[src/rtl/instr_fetch_responder.sv]
// Instruction fetch responder: takes a PC byte address, reads one 32-bit word
// from a variable-latency instruction memory and hands the instruction (or a
// fault code with a NOP) to decode. One fetch outstanding at a time.
module instr_fetch_responder #(
  parameter int unsigned MEM_WORDS = 1024,
  parameter int unsigned ADDR_W    = 10,
  parameter logic [63:0] BASE_ADDR = 64'h0
) (
  input  logic              clk,
  input  logic              rst_n,
  input  logic              flush,
  input  logic              pc_valid,
  input  logic [63:0]       pc_addr,
  output logic              pc_ready,
  output logic              mem_rd_en,
  output logic [ADDR_W-1:0] mem_addr,
  input  logic              mem_rd_valid,
  input  logic [31:0]       mem_rd_data,
  output logic              ins_valid,
  output logic [31:0]       ins_data,
  output logic [63:0]       ins_addr,
  output logic [1:0]        ins_fault,
  input  logic              ins_ready
);

  localparam logic [63:0] MEM_BYTES      = 64'(MEM_WORDS) << 2;
  localparam logic [31:0] NOP_INSN       = 32'hD503201F;
  localparam logic [1:0]  FAULT_OK       = 2'b00;
  localparam logic [1:0]  FAULT_MISALIGN = 2'b01;
  localparam logic [1:0]  FAULT_RANGE    = 2'b10;

  typedef enum logic [2:0] {
    S_IDLE  = 3'd0,
    S_REQ   = 3'd1,
    S_WAIT  = 3'd2,
    S_RESP  = 3'd3,
    S_DRAIN = 3'd4
  } state_e;

  state_e            state_q, state_d;
  logic [63:0]       addr_q, addr_d;
  logic [31:0]       data_q, data_d;
  logic [1:0]        fault_q, fault_d;
  logic [ADDR_W-1:0] maddr_q, maddr_d;

  logic [63:0] offset;
  logic        accept;

  // Next-state, capture and handshake logic
  always_comb begin
    state_d  = state_q;
    addr_d   = addr_q;
    data_d   = data_q;
    fault_d  = fault_q;
    maddr_d  = maddr_q;
    offset   = pc_addr - BASE_ADDR;
    pc_ready = !flush && ((state_q == S_IDLE) || ((state_q == S_RESP) && ins_ready));
    accept   = pc_valid && pc_ready;

    unique case (state_q)
      S_IDLE: begin
        state_d = S_IDLE;
      end
      S_REQ: begin
        // Strobe has already gone out this cycle, so a flush must drain it
        state_d = flush ? S_DRAIN : S_WAIT;
      end
      S_WAIT: begin
        if (mem_rd_valid) begin
          if (flush) begin
            state_d = S_IDLE;
          end else begin
            data_d  = mem_rd_data;
            fault_d = FAULT_OK;
            state_d = S_RESP;
          end
        end else if (flush) begin
          state_d = S_DRAIN;
        end
      end
      S_RESP: begin
        if (flush || ins_ready) begin
          state_d = S_IDLE;
        end
      end
      S_DRAIN: begin
        if (mem_rd_valid) begin
          state_d = S_IDLE;
        end
      end
      default: begin
        state_d = S_IDLE;
      end
    endcase

    // New address accepted (from IDLE, or back-to-back out of RESP)
    if (accept) begin
      addr_d = pc_addr;
      if (pc_addr[1:0] != 2'b00) begin
        fault_d = FAULT_MISALIGN;
        data_d  = NOP_INSN;
        state_d = S_RESP;
      end else if (offset >= MEM_BYTES) begin
        fault_d = FAULT_RANGE;
        data_d  = NOP_INSN;
        state_d = S_RESP;
      end else begin
        fault_d = FAULT_OK;
        maddr_d = offset[ADDR_W+1:2];
        state_d = S_REQ;
      end
    end
  end

  // State and capture registers with synchronous reset
  always_ff @(posedge clk) begin
    if (!rst_n) begin
      state_q <= S_IDLE;
      addr_q  <= '0;
      data_q  <= '0;
      fault_q <= '0;
      maddr_q <= '0;
    end else begin
      state_q <= state_d;
      addr_q  <= addr_d;
      data_q  <= data_d;
      fault_q <= fault_d;
      maddr_q <= maddr_d;
    end
  end

  assign mem_rd_en = (state_q == S_REQ);
  assign mem_addr  = maddr_q;
  assign ins_valid = (state_q == S_RESP);
  assign ins_data  = data_q;
  assign ins_addr  = addr_q;
  assign ins_fault = fault_q;

endmodule
[config.mk]
export PLATFORM = sky130hd
export DESIGN_NAME = instr_fetch_responder
export DESIGN_NICKNAME = d
export VERILOG_FILES = /design/src/rtl/instr_fetch_responder.sv
export SDC_FILE = /design/constraint.sdc
export NUM_CORES = 1
export LEC_CHECK = 0
export ABC_AREA = 1
export BUFFER_PORTS_ARGS = -buffer_cell sky130_fd_sc_hd__buf_4
export CAP_MARGIN = 10
export CORE_MARGIN = 2
export CORE_UTILIZATION = 46
export DETAILED_ROUTE_END_ITERATION = 7
export PLACE_DENSITY = 0.8
export SYNTH_ARGS = -nofsm -noshare
export SYNTH_HDL_FRONTEND = slang
export SYNTH_SLANG_ARGS = --single-unit
[constraint.sdc]
create_clock -name clk -period 1.7 [get_ports clk]
set_input_delay 0.17 -clock clk [delete_from_list [all_inputs] [get_ports clk]]
set_output_delay 0.17 -clock clk [all_outputs]
set_load 0.01 [all_outputs]
### Word-level counts from Yosys, hierarchy flattened

Index checks and enable logic that the tools add are counted.
Widths: inputs -> output; s select.

| word-level totals | value |
|---|---|
| bits in latches | 0 |
| memories kept | 0 |
| logic and storage cells | 51 |
| ROM bits | 0 |
| bits in registers | 111 |
| bits of input ports | 102 |
| memory bits (writable) | 0 |
| output and inout port bits | 111 |

| operators by class | value |
|---|---|
| order comparisons | 1 |
| eq/ne operators | 8 |
| multipliers | 0 |
| add/subtract/negate cells | 0 |
| bitwise operators | 2 |
| reduce and logical (&&, ||, !) cells | 13 |
| shift operators | 0 |
| muxes and demuxes | 22 |
| div/mod/pow operators | 0 |

Operators with widths:

| cell | count |
|---|---|
| $mux 32 | 6 |
| $ge 64x13->1 const B | 1 |
| $mux 2 | 9 |
| $mux 3 | 6 |
| $pmux 3 s4 | 1 |
| $reduce_and 3->1 | 3 |
| $eq 3x2->1 const B | 2 |
| $reduce_bool 2->1 | 3 |
| $ne 4x4->1 const B | 1 |
| $eq 3x1->1 const B | 1 |
| $eq 3x3->1 const B | 1 |
| $logic_and 1x1->1 | 3 |
| $logic_not 3->1 | 1 |
| $ne 3x1->1 const B | 1 |
| $ne 3x3->1 const B | 1 |
| $logic_or 1x1->1 | 2 |
| $ne 2x1->1 const B | 1 |
| $not 1->1 | 2 |
| $logic_not 1->1 | 1 |

### Logic depth before layout (Yosys ltp)

Gate-level depths: netlist of run 1.

| logic depth | value |
|---|---|
| depth in word-level cells | 7 |
| mapped depth | 10 |
| mapped depth without buffers | 10 |

### Worst setup path after synthesis of run 1

Ideal clock, no wire load.

| path | value |
|---|---|
| path kind | reg2reg |
| start point | register state_q[0] |
| end point | register maddr_q[9], in the netlist mem_addr[9] |
| slack | 0.368 ns |
| cell stages (with the launch flop) | 10 |
| arrival | 1.217 ns |
| cell sequence | dfxtp_1 > nor2_1 > nand2_1 > nand2_1 > nand2_2 > nor2_4 > buf_2 > nand2_1 > o21ai_1 > nor2_1 |

| on the way | value |
|---|---|
| longest elaborated chain between the ends | 6 |

Ends and longest elaborated chain:

| what | line | source |
|---|---|---|
| start, declared | 40 | `state_e state_q, state_d;` |
| start signal, assigned | 124 | `state_q <= state_d;` |
| $eq 3x2->1 | 57 | `pc_ready = !flush && ((state_q == S_IDLE) \|\| ((state_q == S_RESP) && ins_ready));` |
| $logic_and 1x1->1 | 57 |  |
| $logic_or 1x1->1 (*) | 57 |  |
| $logic_and 1x1->1 (*) | 57 |  |
| $logic_and 1x1->1 (*) | 58 | `accept = pc_valid && pc_ready;` |
| $reduce_and 3->1 (no line) (*) | -- |  |
| end signal, assigned | 128 | `maddr_q <= maddr_d;` |
| end, declared | 44 | `logic [ADDR_W-1:0] maddr_q, maddr_d;` |

Mark *: on every way between the ends. The rest lies on a longest branch, timed or not.
A chain may end at the register's enable or synchronous reset.

### Worst setup path after layout of run 1

| path | value |
|---|---|
| start point | register state_q[2] |
| end point | register addr_q[0], in the netlist ins_addr[0] |

| on the way | value |
|---|---|
| longest elaborated chain between the ends | 5 |

Ends and longest elaborated chain:

| what | line | source |
|---|---|---|
| $eq 3x2->1 | 57 |  |
| $logic_and 1x1->1 | 57 |  |
| $logic_or 1x1->1 (*) | 57 |  |
| $logic_and 1x1->1 (*) | 57 |  |
| $logic_and 1x1->1 (*) | 58 |  |
| end signal, assigned | 125 | `addr_q <= addr_d;` |
| end, declared | 41 | `logic [63:0] addr_q, addr_d;` |

Marked as above.

==> impl_summary.txt, run 1 <==
----------------------------------------------------
[Final layout]
  Area Overhead vs Synth ... 45.7%
  Finished layout cell area ... 6300 um2
  Most common library cell in the layout ignoring fill and taps ... buf_4
  Final core area utilization ... 0.685
  Commonest cells after routing, fill and taps aside ... 213 x buf_4, 167 x nor2_1, 111 x dfxtp_1, 59 x o21ai_0, 49 x nand2_1
  Inserted Diodes ... 0
  Nets@finish ... about 860
  Share of final-layout standard cells stronger than drive strength 1 ... 0.343

[Synth]
  Average cell area after synthesis ... a little under 8 um2
  Warnings from Yosys ... 0
  Ranking of synthesized cells by area ... dfxtp_1 51%, nor2_1 15%, o21ai_0 6.8%
  Area of the mapped netlist ... 4320 um2
  FF+latch count, synth ... 111
  Number of distinct standard cells referenced by the synthesized netlist ... 23
  Synthesized netlist cell count ... between 500 and 600
  Area share of the largest cell type after synthesis ... 0.514
  Post-Synthesis Net Count ... 654
  Post-synthesis sequential area ratio ... 0.514
  Cell type with the largest total area after synthesis ... dfxtp_1

[Drt]
  Drt wl/cell ... 13.6 um
  Via-to-Cell Ratio ... 4.92
  Routed Antenna Nets ... 0
  Number of iterations in the first detailed-routing pass ... 5
  Routed WL ... 11.9 mm
  Vias ... 4,288
  Number of DRC violations after detailed routing ... 0
  Initial DRC Count ... about 170

[GRT]
  Total global routing track utilization ... 0.216
  Initial antenna violation count ... 0
  First-pass GRT wire length ... 17.9 mm
  Number of global-route vias before repair ... between 3,000 and 4,000
  Overflow after GRT ... 0
  Maximum number of pins on one net before global-route repair ... 53

[Worst setup path]
  Top delay family on crit path ... buffers and inverters
  CP required ... 1.96 ns
  Highest fanout seen on the critical path ... 15
  Path type of the worst setup path ... flop to flop
  Sort of element at the end of the critical path ... flop
  CP arrival ... approximately 1.9 ns
  Depth of the worst register-to-register path ... 10
  Buffering stage count on the worst path with inverters included ... 4
  Startpoint class of the critical path ... flop
  Worst-path cell chain ... inv_1 > nand4_1 > nand2_1 > nand2_2 > nor2_4 > buf_12 > buf_12 > clkbuf_16 > o21ai_0 > nor2_1
  Crit path depth ... 10
  Slowest Stage Delay on Critical Path ... between 0.4 and 0.5 ns
  Cell type with the highest occurrence count on the critical path ... buf_12
  Max stage delay cell, worst path ... dfxtp_1

[Floorplan]
  Row Count ... 35
  I/O Pins ... 213
  Horizontal die dimension ... 101 um
  Die Outline Area ... a little over 10,000 um2
  Standard cell core area ... 9200 um2
  Starting density of the core ... 0.470
  Die Span Y ... 101 um

[Min path]
  Number of cells on the worst hold path ... 3
  Hold Path Class ... primary input to flop

[Clock network]
  Inserted Clock Buffers ... 9
  Number of clock sinks ... 111
  Buffer levels on the longest clock path ... 2
  Worst skew pair latency ... 0.37 ns
  Clock root buffer ... clkbuf_8
  Clock-pin slew reported for the worst setup and hold paths after clock tree synthesis ... 0.11 ns
  Post-CTS Hold Buffers ... 0
  TritonCTS clock tree ... built
  Number of levels in the clock H-tree ... 3

[STA]
  Number of hold violations in the final report ... 0
  Accumulated negative setup slack ... 0 ns
  Post-layout min period ... 1.61 ns
  Final hold slack ... 0.0289 ns
  Final setup violation count ... 0
  Setup repair after global routing missed its margin ... false
  Max-slew headroom ... 0.665
  Worst-case clock skew ... between 0.015 and 0.02 ns
  Share of the clock period used by the worst path after layout ... 0.946
  Achievable Freq ... roughly 620 MHz
  Transition time at the pin with the least slew margin ... roughly 0.5 ns
  Total count of max-transition violations in the final report ... 0
  Minimum setup slack in the final design ... 0.0916 ns

[Status]
  Status ... finished clean

[Power]
  Cell area power density ... 918 nW/um2
  Worst voltage drop across the vdd grid ... 0.000507 V
  P_leak ... 3.24 nW

[Placement]
  Routability-driven placement congestion ratio ... ~0.82
  Placed standard-cell area ... 6030 um2
  Detailed placement HPWL ... 8.51 mm
  Worst slack after detailed placement ... 0.0696 ns
  Buffers on Ports ... ~210

[Flow run]
  Max cap viols ... 0

----------------------------------------------------
[report_power, final]
part | switching, mW | leakage [nW] | total [mW] | internal (mW)
clock | 0.950 | 0.0938 | 1.52 | 0.568
sequential | 0.119 | 0.908 | 2.94 | 2.82
combinational | 0.656 | 2.24 | 1.32 | 0.664
total | 1.73 | 3.24 | 5.78 | 4.05
[path summary, 6_finish.rpt]
kind                                   start            to  slack (ns)
worst min-delay path             pc_addr[27]  ins_addr[27]        0.03
worst min register to register  ins_fault[1]  ins_fault[1]        0.48
worst max register to register    state_q[2]   ins_addr[0]        0.09
worst max-delay path              state_q[2]   ins_addr[0]        0.09
[sequential cells by signal, indices dropped and copies added, names as in the netlist]
name	cells
ins_addr	64
state_q	3
mem_addr	10
ins_data	32
ins_fault	2
[cell usage after synthesis]
master	number
inv_2	1
nand2_2	2
buf_6	2
nand2_1	49
nand4_1	2
a21oi_1	19
o211a_1	10
clkbuf_1	10
nand3_2	2
nor3_2	1
mux2i_1	19
buf_4	1
o21ai_1	21
nor2_1	168
dfxtp_1	111
nor2_2	12
nor3_1	2
buf_2	16
inv_1	35
nand3_1	6
nor2_4	2
nand2_4	2
o21ai_0	59
[kinds of logic after synthesis]
logic type,Yosys count,share of synthesized area
flip-flops,111,0.514
multiplexers,19,0.0440
buffers and inverters,65,0.0655
AND/OR/NAND/NOR,248,0.238
AO/OA/AOI/OAI,109,0.138
[timing repair]
| item | in CTS | in global routing |
|---|---|---|
| endpoints found under the setup margin | 0 | 25 |
| setup buffers | 0 | 2 |
| gates resized for setup | 0 | 2 |
[per-layer routing]
metal / vias to the layer above / part of all wire / GRT usage
met1: 1956 / 0.43 / 0.277
li1: 2166 / - / -
met5: - / 0 / 0
met4: 0 / 0.014 / 0.0572
met3: 15 / 0.063 / 0.0472
met2: 151 / 0.49 / 0.367
[area by class of cell]
type / instances / area (um2)
inverters: 36 / 135
multi-input cells: 376 / 1830
well taps: 111 / 139
clock inverters: 7 / 65.1
flip-flops and latches: 111 / 2220
clock buffers: 9 / 124
repair buffers: 222 / 1780
fillers: 760 / 2900
[metrics by stage]
| step | cells | power [mW] |
|---|---|---|
| global route | 872 | 6.07 |
| finish | 872 | 5.78 |
| CTS | 869 | 5.77 |
| floorplan | 552 | 3.58 |
| global placement | 853 | 4.23 |
| detailed placement | 853 | 4.27 |
[worst min-delay path: cells and delay by family]
family / cells / cell delay (ns)
simple gates: 2 / 0.12
buf+inv: 1 / 0.08
No activity file was read; power rests on OpenSTA's default activity.
==> run 2, diff against run 1 <==
--- a/config.mk
+++ b/config.mk
@@ -9,9 +9,11 @@
 export BUFFER_PORTS_ARGS = -buffer_cell sky130_fd_sc_hd__buf_4
 export CAP_MARGIN = 10
 export CORE_MARGIN = 2
-export CORE_UTILIZATION = 46
+export CORE_UTILIZATION = 47
+export CTS_BUF_LIST = sky130_fd_sc_hd__clkbuf_4 sky130_fd_sc_hd__clkbuf_8
 export DETAILED_ROUTE_END_ITERATION = 7
-export PLACE_DENSITY = 0.8
+export PLACE_DENSITY = 0.82
+export RECOVER_POWER = 25
 export SYNTH_ARGS = -nofsm -noshare
 export SYNTH_HDL_FRONTEND = slang
 export SYNTH_SLANG_ARGS = --single-unit
==> run 2 against run 1 <==
Compared with the run above: count of clock-buffer cells in the layout unchanged; critical path depth unchanged; via count grew 1.4%; clock skew fell by 0.0087 ns; worst hold slack better by 0.0052 ns; critical endpoint is now mem_addr[0]; largest power group unchanged.
==> impl_summary.txt, run 2 (same netlist as run 1, synthesis figures left out) <==
----------------------------------------------------
[Floorplan]
  Die Span Y ... 99.9 um (was 101 um)
  Horizontal die dimension ... 99.9 um (was 101 um)
  I/O Pins ... 213 (unchanged)
  Row Count ... 34 (was 35)
  Standard cell core area ... 8810 um2 (was 9200 um2)
  Die Outline Area ... 9980 um2 (was 10,200 um2)
  Starting density of the core ... 0.491 (was 0.470)

[Power]
  Cell area power density ... 926 nW/um2 (was 918 nW/um2)
  P_leak ... 3.01 nW (was 3.24 nW)
  Total Power Consumption ... 5.62 mW (was 5.78 mW)
  Worst voltage drop across the vdd grid ... 0.000506 V (was 0.000507 V)

[Final layout]
  Commonest cells after routing, fill and taps aside ... 168 x nor2_1, 165 x buf_4, 111 x dfxtp_1, 59 x o21ai_0, 55 x clkbuf_1 (was 213 x buf_4, 167 x nor2_1, 111 x dfxtp_1, 59 x o21ai_0, 49 x nand2_1)
  Area Overhead vs Synth ... 40.3% (was 45.7%)
  Nets@finish ... 862 (was 858)
  Inserted Diodes ... 0 (unchanged)
  Most common library cell in the layout ignoring fill and taps ... nor2_1 (was buf_4)
  Number of flip-flops under the largest register name ... 64 (unchanged)
  Share of final-layout standard cells stronger than drive strength 1 ... 0.273 (was 0.343)
  Final core area utilization ... 0.689 (was 0.685)

[STA]
  Setup repair after global routing missed its margin ... false (unchanged)
  Share of the clock period used by the worst path after layout ... 0.917 (was 0.946)
  Final setup violation count ... 0 (unchanged)
  Post-layout min period ... 1.56 ns (was 1.61 ns)
  Number of hold violations in the final report ... 0 (unchanged)
  Accumulated negative setup slack ... 0 ns (unchanged)
  Total count of max-transition violations in the final report ... 0 (unchanged)
  Achievable Freq ... 642 MHz (was 622 MHz)
  Worst-case clock skew ... 0.00762 ns (was 0.0163 ns)
  Final hold slack ... 0.0341 ns (was 0.0289 ns)
  Transition time at the pin with the least slew margin ... 0.478 ns (was 0.502 ns)
  Max-slew headroom ... 0.681 (was 0.665)
  Minimum setup slack in the final design ... 0.141 ns (was 0.0916 ns)

[Worst setup path]
  Buffering stage count on the worst path with inverters included ... 2 (was 4)
  Slowest Stage Delay on Critical Path ... 0.38 ns (was 0.41 ns)
  Path type of the worst setup path ... flop to flop (unchanged)
  Worst-path cell chain ... nor2_1 > nand2_1 > nand2_1 > nand2_2 > nor2_4 > buf_4 > buf_12 > nand2_1 > o21ai_1 > nor2_1 (was inv_1 > nand4_1 > nand2_1 > nand2_2 > nor2_4 > buf_12 > buf_12 > clkbuf_16 > o21ai_0 > nor2_1)
  Sort of element at the end of the critical path ... flop (unchanged)
  Top delay family on crit path ... simple AND/OR/NAND/NOR gates (was buffers and inverters)
  CP arrival ... 1.82 ns (was 1.87 ns)
  Max stage delay cell, worst path ... dfxtp_1 (unchanged)
  Highest fanout seen on the critical path ... 13 (was 15)
  Cell type with the highest occurrence count on the critical path ... nand2_1 (was buf_12)
  CP required ... 1.96 ns (about the same)
  Startpoint class of the critical path ... flop (unchanged)

[Clock network]
  Buffer levels on the longest clock path ... 2 (unchanged)
  Worst skew pair latency ... 0.36 ns (was 0.37 ns)
  Clock-pin slew reported for the worst setup and hold paths after clock tree synthesis ... 0.11 ns (about the same)
  Post-CTS Hold Buffers ... 0 (unchanged)
  Number of levels in the clock H-tree ... 3 (unchanged)
  Inserted Clock Buffers ... 9 (unchanged)
  TritonCTS clock tree ... built (unchanged)
  Number of clock sinks ... 111 (unchanged)
  Resized Gates After CTS ... 0 (unchanged)
  Clock root buffer ... clkbuf_8 (unchanged)

[Drt]
  Number of iterations in the first detailed-routing pass ... 5 (unchanged)
  Via-to-Cell Ratio ... 4.98 (was 4.92)
  Number of DRC violations after detailed routing ... 0 (unchanged)
  Initial DRC Count ... 157 (was 169)
  Routed Antenna Nets ... 0 (unchanged)
  Routed WL ... 12.1 mm (was 11.9 mm)
  Drt wl/cell ... 13.9 um (was 13.6 um)
  Vias ... 4,348 (was 4,288)

[Flow run]
  Max cap viols ... 0 (unchanged)

[Placement]
  Buffers on Ports ... 212 (unchanged)
  Routability-driven placement congestion ratio ... 0.812 (was 0.824)
  Detailed placement HPWL ... 9.00 mm (was 8.51 mm)
  Worst slack after detailed placement ... 0.0129 ns (was 0.0696 ns)

[GRT]
  Overflow after GRT ... 0 (unchanged)
  Maximum number of pins on one net before global-route repair ... 51 (was 53)
  First-pass GRT wire length ... 18.9 mm (was 17.9 mm)
  Initial antenna violation count ... 0 (unchanged)
  Number of global-route vias before repair ... 4,124 (was 3,906)
  Total global routing track utilization ... 0.231 (was 0.216)

[Status]
  Status ... finished clean (unchanged)

[Min path]
  Hold Path Class ... primary input to flop (unchanged)

----------------------------------------------------
run 2: cell types whose count changed in the layout (fill, tap and decap cells not counted), sizes merged:
cell	before	now
buf	221	169
clkbuf	10	66
clkinv	3	1
clkinvlp	1	3
run 2: final timing paths:
check | start | end | slack, ns | cells after the start
worst min-delay path | pc_addr[47] | ins_addr[47] | 0.03 | 3
worst max-delay path | state_q[0] | mem_addr[0] | 0.14 | 10
worst max register to register | state_q[0] | mem_addr[0] | 0.14 | 10
worst min register to register | ins_fault[0] | ins_fault[0] | 0.47 | 2
run 2: per-stage QoR:
step | area, um2 | cells
2_1_floorplan | 4320 | 552
3_3_place_gp | 6020 | 852
3_5_place_dp | 6020 | 852
4_1_cts | 6200 | 868
5_1_grt | 6060 | 873
6_report | 6060 | 873
run 2: layout make-up:
type | instances | area, um2
fillers | 816 | 2740
flip-flops and latches | 111 | 2220
multi-input cells | 376 | 1820
repair buffers | 226 | 1580
inverters | 36 | 135
well taps | 108 | 135
clock buffers | 9 | 124
clock inverters | 7 | 56.3
run 2: power by group:
group | internal (mW) | switching [mW]
logic | 0.565 | 0.656
registers | 2.82 | 0.116
clock network | 0.552 | 0.907
run 2: worst register-to-register path: stages, from the launching register on:
cell and delay (ns):
dfxtp_1 0.38, nor2_1 0.15, nand2_1 0.06, nand2_1 0.08, nand2_2 0.09, nor2_4 0.14
buf_4 0.15, buf_12 0.14, nand2_1 0.08, o21ai_1 0.14, nor2_1 0.06
run 2: timing repair:
item | CTS | global route
hold endpoints to repair | 0 | 0
buffers inserted | 0 | 3
endpoints found under the setup margin | 0 | 10
run 2: routing by layer:
metal / share of wire / GRT usage / wire, um
met2: 0.52 / 0.413 / 6290
met3: 0.073 / 0.0620 / 884
met5: 0 / 0 / 0
met1: 0.39 / 0.274 / 4780
met4: 0.013 / 0.0653 / 157
